$ cat config.mk
export PLATFORM = sky130hd
export DESIGN_NAME = coverfloat_vec_tx
export DESIGN_NICKNAME = d
export VERILOG_FILES = /design/src/rtl/coverfloat_vec_tx.sv
export SDC_FILE = /design/constraint.sdc
export NUM_CORES = 2
export LEC_CHECK = 0
export BUFFER_PORTS_ARGS = -buffer_cell sky130_fd_sc_hd__buf_2
export CAP_MARGIN = 20
export CORE_UTILIZATION = 55
export CTS_CLUSTER_SIZE = 40
export DETAILED_ROUTE_END_ITERATION = 12
export PLACE_DENSITY = 0.77
export SYNTH_ARGS = -nofsm -noshare
export SYNTH_HDL_FRONTEND = slang
export SYNTH_SLANG_ARGS = --single-unit
$ cat constraint.sdc
create_clock -name clk -period 24.3 [get_ports clk]
set_clock_uncertainty 0.1 [all_clocks]
set_input_delay 4.86 -clock clk [delete_from_list [all_inputs] [get_ports clk]]
set_output_delay 4.86 -clock clk [all_outputs]
set_load 0.005 [all_outputs]
$ cat src/rtl/coverfloat_vec_tx.sv
// coverfloat_vec_tx: buffers packed coverage vectors and streams each one as a
// header beat {seq, NBEATS, 8'hCF} followed by NBEATS payload beats, LSB first.
module coverfloat_vec_tx #(
   parameter int VEC_W      = 801,
   parameter int BEAT_W     = 32,
   parameter int FIFO_DEPTH = 2
) (
   input  logic              clk,
   input  logic              rst_n,
   input  logic              vec_valid,
   output logic              vec_ready,
   input  logic [VEC_W-1:0]  vec_data,
   output logic              tx_valid,
   input  logic              tx_ready,
   output logic [BEAT_W-1:0] tx_data,
   output logic              tx_last,
   output logic              tx_busy,
   output logic [15:0]       vec_sent
);
   localparam int NBEATS = (VEC_W + BEAT_W - 1) / BEAT_W;
   localparam int AW     = $clog2(FIFO_DEPTH);
   localparam int PAD_W  = NBEATS * BEAT_W;

   typedef enum logic [1:0] {IDLE, HDR, PAY} state_t;

   state_t           state_q;
   logic [VEC_W-1:0] mem_q [FIFO_DEPTH];
   logic [AW:0]      wr_q, rd_q, wr_d, rd_d;
   logic [7:0]       k_q;
   logic [15:0]      seq_q, sent_q;
   logic             rdy_q, full, empty, push, pop, last;
   logic [PAD_W-1:0] head;

   // rdy_q holds vec_ready low until the first edge after reset release
   always_comb begin
      empty     = wr_q == rd_q;
      full      = (wr_q[AW] != rd_q[AW]) && (wr_q[AW-1:0] == rd_q[AW-1:0]);
      vec_ready = rdy_q && !full;
      push      = vec_valid && vec_ready;
      last      = (state_q == PAY) && (k_q == 8'(NBEATS - 1));
      pop       = last && tx_ready;
      wr_d      = push ? wr_q + (AW+1)'(1) : wr_q;
      rd_d      = pop ? rd_q + (AW+1)'(1) : rd_q;
      head      = PAD_W'(mem_q[rd_q[AW-1:0]]);
      tx_valid  = state_q != IDLE;
      tx_last   = last;
      tx_data   = (state_q == HDR) ? {seq_q, 8'(NBEATS), 8'hCF} :
                  (state_q == PAY) ? head[k_q*BEAT_W +: BEAT_W] : '0;
      tx_busy   = tx_valid || !empty;
      vec_sent  = sent_q;
   end

   always_ff @(posedge clk)
      if (push) mem_q[wr_q[AW-1:0]] <= vec_data;

   always_ff @(posedge clk or negedge rst_n) begin
      if (!rst_n) begin
         state_q <= IDLE;
         wr_q    <= '0;
         rd_q    <= '0;
         k_q     <= '0;
         seq_q   <= '0;
         sent_q  <= '0;
         rdy_q   <= 1'b0;
      end else begin
         rdy_q <= 1'b1;
         wr_q  <= wr_d;
         rd_q  <= rd_d;
         case (state_q)
            IDLE: if (!empty) state_q <= HDR;
            HDR: if (tx_ready) begin
               state_q <= PAY;
               k_q     <= '0;
            end
            PAY: if (tx_ready) begin
               k_q <= k_q + 8'd1;
               if (last) begin
                  seq_q   <= seq_q + 16'd1;
                  sent_q  <= sent_q + 16'd1;
                  state_q <= (wr_d != rd_d) ? HDR : IDLE;
               end
            end
            default: state_q <= IDLE;
         endcase
      end
   end
endmodule

## After elaboration in Yosys (flattened, before gate mapping)

Memories as Yosys holds them, arrays and structs flattened.
Index checks and enable logic that the tools add are counted.

- Register bits after elaboration: 47
- Memory bits (writable): 1,602
- Input port bits: 805
- Memories: 1

- Add/subtract/negate cells: 5
- Eq/ne operators: 11
- Shift-type cells: 1
- Multiplexer cells: 15
- Reductions and logical operators: 14

Memory list:

| name | depth | bits a word | rd ports | clocked after Yosys merged registers in | wr ports | line | source |
|---|---|---|---|---|---|---|---|
| mem_q | 2 | 801 | 1 | 0 | 1 | 27 | `logic [VEC_W-1:0] mem_q [FIFO_DEPTH];` |

Operators by type and width:

| cell | number |
|---|---|
| 832-bit by 14-bit indexed part select with 32-bit output | 1 |
| 32-bit two-way mux | 2 |
| 16-bit by 1-bit adder with 16-bit output, second input constant | 2 |
| 8-bit two-way mux | 2 |
| 8-bit case mux with 2 select lines | 1 |
| 2-bit two-way mux | 6 |
| 8-bit by 1-bit adder with 8-bit output, second input constant | 1 |
| 8-bit by 5-bit == test with 1-bit output, second input constant | 1 |
| 2-bit != test, second input constant | 4 |
| 2-bit case mux with 3 select lines | 1 |
| 3-bit AND reduction | 2 |
| 1-bit logical AND | 5 |
| 2-bit by 1-bit adder with 2-bit output, second input constant | 2 |
| 4-bit AND reduction | 1 |
| 2-bit nonzero test | 2 |
| 1-bit two-way mux | 3 |
| 2-bit by 1-bit == test with 1-bit output, second input constant | 1 |
| 2-bit == test | 1 |
| 2-bit == test, second input constant | 1 |
| 1-bit logical NOT | 2 |
| 2-bit logical NOT | 1 |
| 2-bit != test | 1 |
| 1-bit == test | 1 |
| 1-bit logical OR | 1 |
| 1-bit != test | 1 |

## Logic depth before layout (Yosys ltp)

- Word-level depth: 11
- Gate-level depth with buffers: 13

## Least setup slack after synthesis

OpenSTA, ideal clock, no wires.

- Path type: input -> register
- From: input port vec_valid
- To: memory mem_q[0][0], enable pin
- Setup time: 1.281 ns
- Data arrival time: 23.192 ns
- Required time: 22.919 ns
- Path slack: -0.273 ns
- Cell stages on the path: 2
- Path through: and2_1 -> ha_1

- Longest elaborated chain between the ends: 3

Ends and longest elaborated chain:

| element | line | source |
|---|---|---|
| start: declaration | 10 | `input logic vec_valid,` |
| 1-bit logical AND | 39 | `push = vec_valid && vec_ready;` |
| 1-bit two-way mux | 54 | `if (push) mem_q[wr_q[AW-1:0]] <= vec_data;` |
| 1-bit two-way mux (not written as such) | 54 |  |
| end: declaration | 27 |  |

Every way passes these cells.

## Final worst setup path

- From: register rd_q[0]
- To: output port tx_data[21]

- Longest elaborated chain between the ends: 4

Ends and longest elaborated chain:

| element | line | source |
|---|---|---|
| start: declaration | 28 | `logic [AW:0] wr_q, rd_q, wr_d, rd_d;` |
| start signal: assignment | 68 | `rd_q <= rd_d;` |
| memory read 2 x 801 bit | -- |  |
| 832-bit by 14-bit indexed part select with 32-bit output | 48 | `(state_q == PAY) ? head[k_q*BEAT_W +: BEAT_W] : '0;` |
| 32-bit two-way mux | 48 |  |
| 32-bit two-way mux | 47 | `tx_data = (state_q == HDR) ? {seq_q, 8'(NBEATS), 8'hCF} :` |
| end: declaration | 15 | `output logic [BEAT_W-1:0] tx_data,` |

Every way passes these cells.

==> report_table.html <==
<table>
<tr><th>Metric</th><th>Value</th></tr>
<tr><th colspan="2">Setup path</th></tr>
<tr><td>Capturing element type of the critical path</td><td>output pin</td></tr>
<tr><td>Crit path kind</td><td>reg2out</td></tr>
<tr><td>Most frequent cell on the critical path</td><td>buf_4</td></tr>
<tr><td>Sequence of cells on the critical path</td><td>buf_4 &gt; buf_4 &gt; buf_4 &gt; buf_4 &gt; buf_4 &gt; mux4_2 &gt; o22ai_1 &gt; nor4_1 &gt; nor2_1 &gt; o21ai_0 &gt; buf_2</td></tr>
<tr><td>Highest net fanout along the worst path</td><td>45</td></tr>
<tr><td>Arrival time of the worst setup path</td><td>7.08 ns</td></tr>
<tr><td>Standard cell with the maximum stage delay on the critical path</td><td>buf_4</td></tr>
<tr><td>Largest incremental delay on the critical path</td><td>between 0.8 and 0.9 ns</td></tr>
<tr><td>Launching element type of the critical path</td><td>register</td></tr>
<tr><td>Data required time at the worst endpoint</td><td>~19 ns</td></tr>
<tr><th colspan="2">Synthesis</th></tr>
<tr><td>Netlist Area Pre-Place</td><td>between 0.06 and 0.07 mm2</td></tr>
<tr><td>Post-synth top area share</td><td>between 70% and 80%</td></tr>
<tr><td>Number of flops mapped to enable cells by yosys</td><td>around 1600</td></tr>
<tr><td>Mapped Cells</td><td>2988</td></tr>
<tr><td>Predominant post-synthesis flop cell</td><td>edfxtp_1</td></tr>
<tr><td>Largest cells by area after synthesis</td><td>edfxtp_1 76%, mux4_2 12%, mux2i_1 2.6%</td></tr>
<tr><td>Register bit count reported by yosys</td><td>1649</td></tr>
<tr><td>Cell taking the most area after synthesis</td><td>edfxtp_1</td></tr>
<tr><td>Post-synth ARST share</td><td>under 10%</td></tr>
<tr><td>Sequential-to-total area share from yosys stat</td><td>between 70 and 80%</td></tr>
<tr><td>Most common cell in the synthesized netlist</td><td>edfxtp_1</td></tr>
<tr><td>Average instance area after synthesis</td><td>around 21 um2</td></tr>
<tr><td>Leading cell types by count after synthesis</td><td>1602 x edfxtp_1, 327 x mux4_2, 162 x mux2i_1</td></tr>
<tr><td>Number of synthesis warnings</td><td>0</td></tr>
<tr><td>Number of distinct standard cells referenced by the synthesized netlist</td><td>65</td></tr>
<tr><td>Synth Net Count</td><td>around 3800</td></tr>
<tr><th colspan="2">Placed design</th></tr>
<tr><td>Post-place instance area</td><td>between 0.06 and 0.07 mm2</td></tr>
<tr><td>Number of port buffers</td><td>856</td></tr>
<tr><td>Post-DP HPWL</td><td>122900 um</td></tr>
<tr><td>Last weighted congestion value of the routability-driven placer</td><td>about 0.85</td></tr>
<tr><th colspan="2">STA</th></tr>
<tr><td>Hold Vio Cnt, Final</td><td>0</td></tr>
<tr><td>Final critical-path required period</td><td>approximately 12 ns</td></tr>
<tr><td>Worst Tran Pin Value</td><td>between 1 and 1.5 ns</td></tr>
<tr><td>RSZ-0062 raised after global routing</td><td>no</td></tr>
<tr><td>Highest Clock Rate</td><td>83.06 MHz</td></tr>
<tr><td>Final slew viol count</td><td>0</td></tr>
<tr><td>Setup violation total in the final timing report</td><td>0</td></tr>
<tr><td>Worst max-slew margin expressed relative to the limit</td><td>approximately 18%</td></tr>
<tr><td>Portion of the clock cycle consumed by the worst path in the final layout</td><td>about 50%</td></tr>
<tr><th colspan="2">Pwr</th></tr>
<tr><td>Power per cell area</td><td>just under 100 mW/mm2</td></tr>
<tr><td>Gate power share</td><td>18.1%</td></tr>
<tr><td>Fraction of power spent switching nets</td><td>between 20% and 30%</td></tr>
<tr><td>Total power of the final layout</td><td>about 7.4 mW</td></tr>
<tr><td>Leakage power total</td><td>25.30 nW</td></tr>
<tr><td>Highest ir drop seen on vdd</td><td>around 0.073 mV</td></tr>
<tr><td>Clock network fraction of total power</td><td>between 30 and 40%</td></tr>
<tr><td>Power dissipated by switching net loads</td><td>approximately 2.0 mW</td></tr>
<tr><td>Sequential power share</td><td>about half</td></tr>
<tr><td>Cell Int Power</td><td>~5.4 mW</td></tr>
<tr><th colspan="2">GRT</th></tr>
<tr><td>Total congestion overflow</td><td>0</td></tr>
<tr><td>Vias in the first global route</td><td>approximately 35000</td></tr>
<tr><td>Antenna violations before repair</td><td>~140</td></tr>
<tr><td>GRT Resource Usage Total</td><td>roughly 30%</td></tr>
<tr><td>Maximum number of pins on one net before global-route repair</td><td>between 150 and 200</td></tr>
<tr><td>Global-route wire length before repair</td><td>about 240000 um</td></tr>
<tr><th colspan="2">Die</th></tr>
<tr><td>Core region area</td><td>approximately 0.11 mm2</td></tr>
<tr><td># rows</td><td>124</td></tr>
<tr><td>Chip height</td><td>~340 um</td></tr>
<tr><td>I/O Pins</td><td>approximately 860</td></tr>
<tr><td>Area enclosed by the die boundary</td><td>around 0.12 mm2</td></tr>
<tr><td>Initial core utilization</td><td>approximately 55%</td></tr>
<tr><td>Horizontal die dimension</td><td>approximately 340 um</td></tr>
<tr><th colspan="2">Drt</th></tr>
<tr><td>DRC</td><td>0</td></tr>
<tr><td>Routed vias/inst</td><td>between 6 and 7</td></tr>
<tr><td>Initial DRT Pass Iterations</td><td>7</td></tr>
<tr><td>Total via count in the routed design</td><td>around 35000</td></tr>
<tr><td>Aggregate routed wire length</td><td>177500 um</td></tr>
<tr><td>Detail Route Antenna Nets</td><td>0</td></tr>
<tr><td>Detailed-route wire length per cell</td><td>31.27 um</td></tr>
<tr><td>Initial drt markers</td><td>around 3800</td></tr>
<tr><th colspan="2">Clocking</th></tr>
<tr><td>Clock Sink Count</td><td>approximately 1600</td></tr>
<tr><td>Postcts setup bufs</td><td>0</td></tr>
<tr><td>Maximum level of the CTS H-tree</td><td>4</td></tr>
<tr><td>Maximum count of clock buffers along a single path</td><td>3</td></tr>
<tr><td>Register clock-pin slew on the reported worst setup and hold paths</td><td>~0.060 ns</td></tr>
<tr><td># hold bufs at CTS</td><td>0</td></tr>
<tr><td>Number of CTS-inserted buffers</td><td>around 160</td></tr>
<tr><td>Skew-Pair Late Insertion Delay</td><td>0.78 ns</td></tr>
<tr><td>CTS root buf</td><td>clkbuf_16</td></tr>
<tr><td>CTS tree</td><td>done</td></tr>
<tr><td>Number of cells upsized or downsized after cts</td><td>0</td></tr>
<tr><th colspan="2">Cells and area</th></tr>
<tr><td>Share of layout cells above drive strength 1</td><td>~38%</td></tr>
<tr><td>Final-stage net count</td><td>between 4000 and 5000</td></tr>
<tr><td>Area delta synth-&gt;final</td><td>18.21%</td></tr>
<tr><td>Post-route design area</td><td>between 0.07 and 0.08 mm2</td></tr>
<tr><td>Post-layout util</td><td>~66%</td></tr>
<tr><th colspan="2">Flow run</th></tr>
<tr><td>Max capacitance violation total</td><td>0</td></tr>
<tr><th colspan="2">Hold path</th></tr>
<tr><td>Worst hold path type</td><td>reg2reg</td></tr>
<tr><th colspan="2">Run status</th></tr>
<tr><td>Result of the run</td><td>complete, no violations</td></tr>
</table>
[worst max-delay path, delay by kind of cell (launching register included)]
family,cells,cell delay (ns)
and+or+nand+nor,2,0.85
AOI/OAI and AO/OA,2,0.34
DFF,1,0.69
buffers and inverters,6,3.92
muxes,1,0.37
[metal layers]
metal  vias up  wire length (um)  track usage [%]
met5         -               460                0
met4        68              8185            14.63
met3       426             17870            7.872
met2      1899             88710            49.30
met1     17710             62270            37.69
li1      14550                 -                -
[cells in the final DEF (no fill, tap or decap), types with 42 or more instances in the layout]
master and n:
buf_2 858, diode_2 125, a21oi_1 61, o22ai_1 60, a22oi_1 42, mux2i_1 162
nand2_1 126, mux4_2 327, edfxtp_1 1602, clkinv_1 50, buf_4 53, clkbuf_16 165
[layout make-up]
cell class	instances	area (um2)
Antenna cell	125	312.8
Tap cell	1512	1892
Inverter	6	23.77
Timing Repair Buffer	918	4831
Fill cell	7460	39420
Multi-Input combinational cell	1167	13420
Clock buffer	195	4242
Clock inverter	104	910.9
Sequential cell	1649	49300
[through the flow]
step | instances | setup TNS [ns] | worst slack [ns] | hold WS (ns)
final | 5676 | 0 | 12.26 | 0.3688
after global routing | 5620 | 0 | 11.67 | 0.3950
after CTS | 5550 | 0 | 11.99 | 0.3781
after detailed placement | 5251 | 0 | 12.89 | 0.3671
after global placement | 5248 | 0 | 12.93 | 0.3577
after floorplan | 2988 | -435.83 | -0.2729 | 0.3553
[flip-flops by register name, summed over array words and instances, names as in the netlist]
register and count:
k_q 8, rd_q 2, state_q 2, seq_q 16, mem_q 1602, rdy_q 1, wr_q 2, vec_sent 16
[path summary, 6_finish.rpt]
kind / start / end / slack (ns) / cells after the start
max in group asynchronous: rst_n / k_q[1]$_DFFE_PN0P_ / 19.51 / 2
hold reg to reg: vec_sent[15]$_DFFE_PN0P_ / vec_sent[15]$_DFFE_PN0P_ / 0.37 / 1
min in group asynchronous: rst_n / vec_sent[10]$_DFFE_PN0P_ / 4.08 / 2
setup / recovery: rd_q[0]$_DFF_PN0_ / tx_data[21] / 12.26 / 11
hold / removal: vec_sent[15]$_DFFE_PN0P_ / vec_sent[15]$_DFFE_PN0P_ / 0.37 / 1
setup reg to reg: rd_q[0]$_DFF_PN0_ / mem_q[1][381]$_DFFE_PP_ / 16.64 / 10
[power by group through the flow]
stage                     Sequential [mW]  Combinational (mW)  Clock, mW
after floorplan                      3.96               0.821          0
after global placement               3.67                1.32          0
after detailed placement             3.68                1.33          0
after CTS                            3.63                1.34       2.44
after global routing                 3.65                1.41       2.55
final                                3.63                1.34       2.42
[cells by family after synthesis]
group           share of synthesized area [%]
mux                                     14.57
flops                                   77.75
simple gates                            2.179
buf+inv                                 1.273
fa+ha+maj                              0.1184
other cells                          0.005916
compound gates                          3.539
xor+xnor                               0.5665
Note: power is estimated with default switching activity, not from simulation.
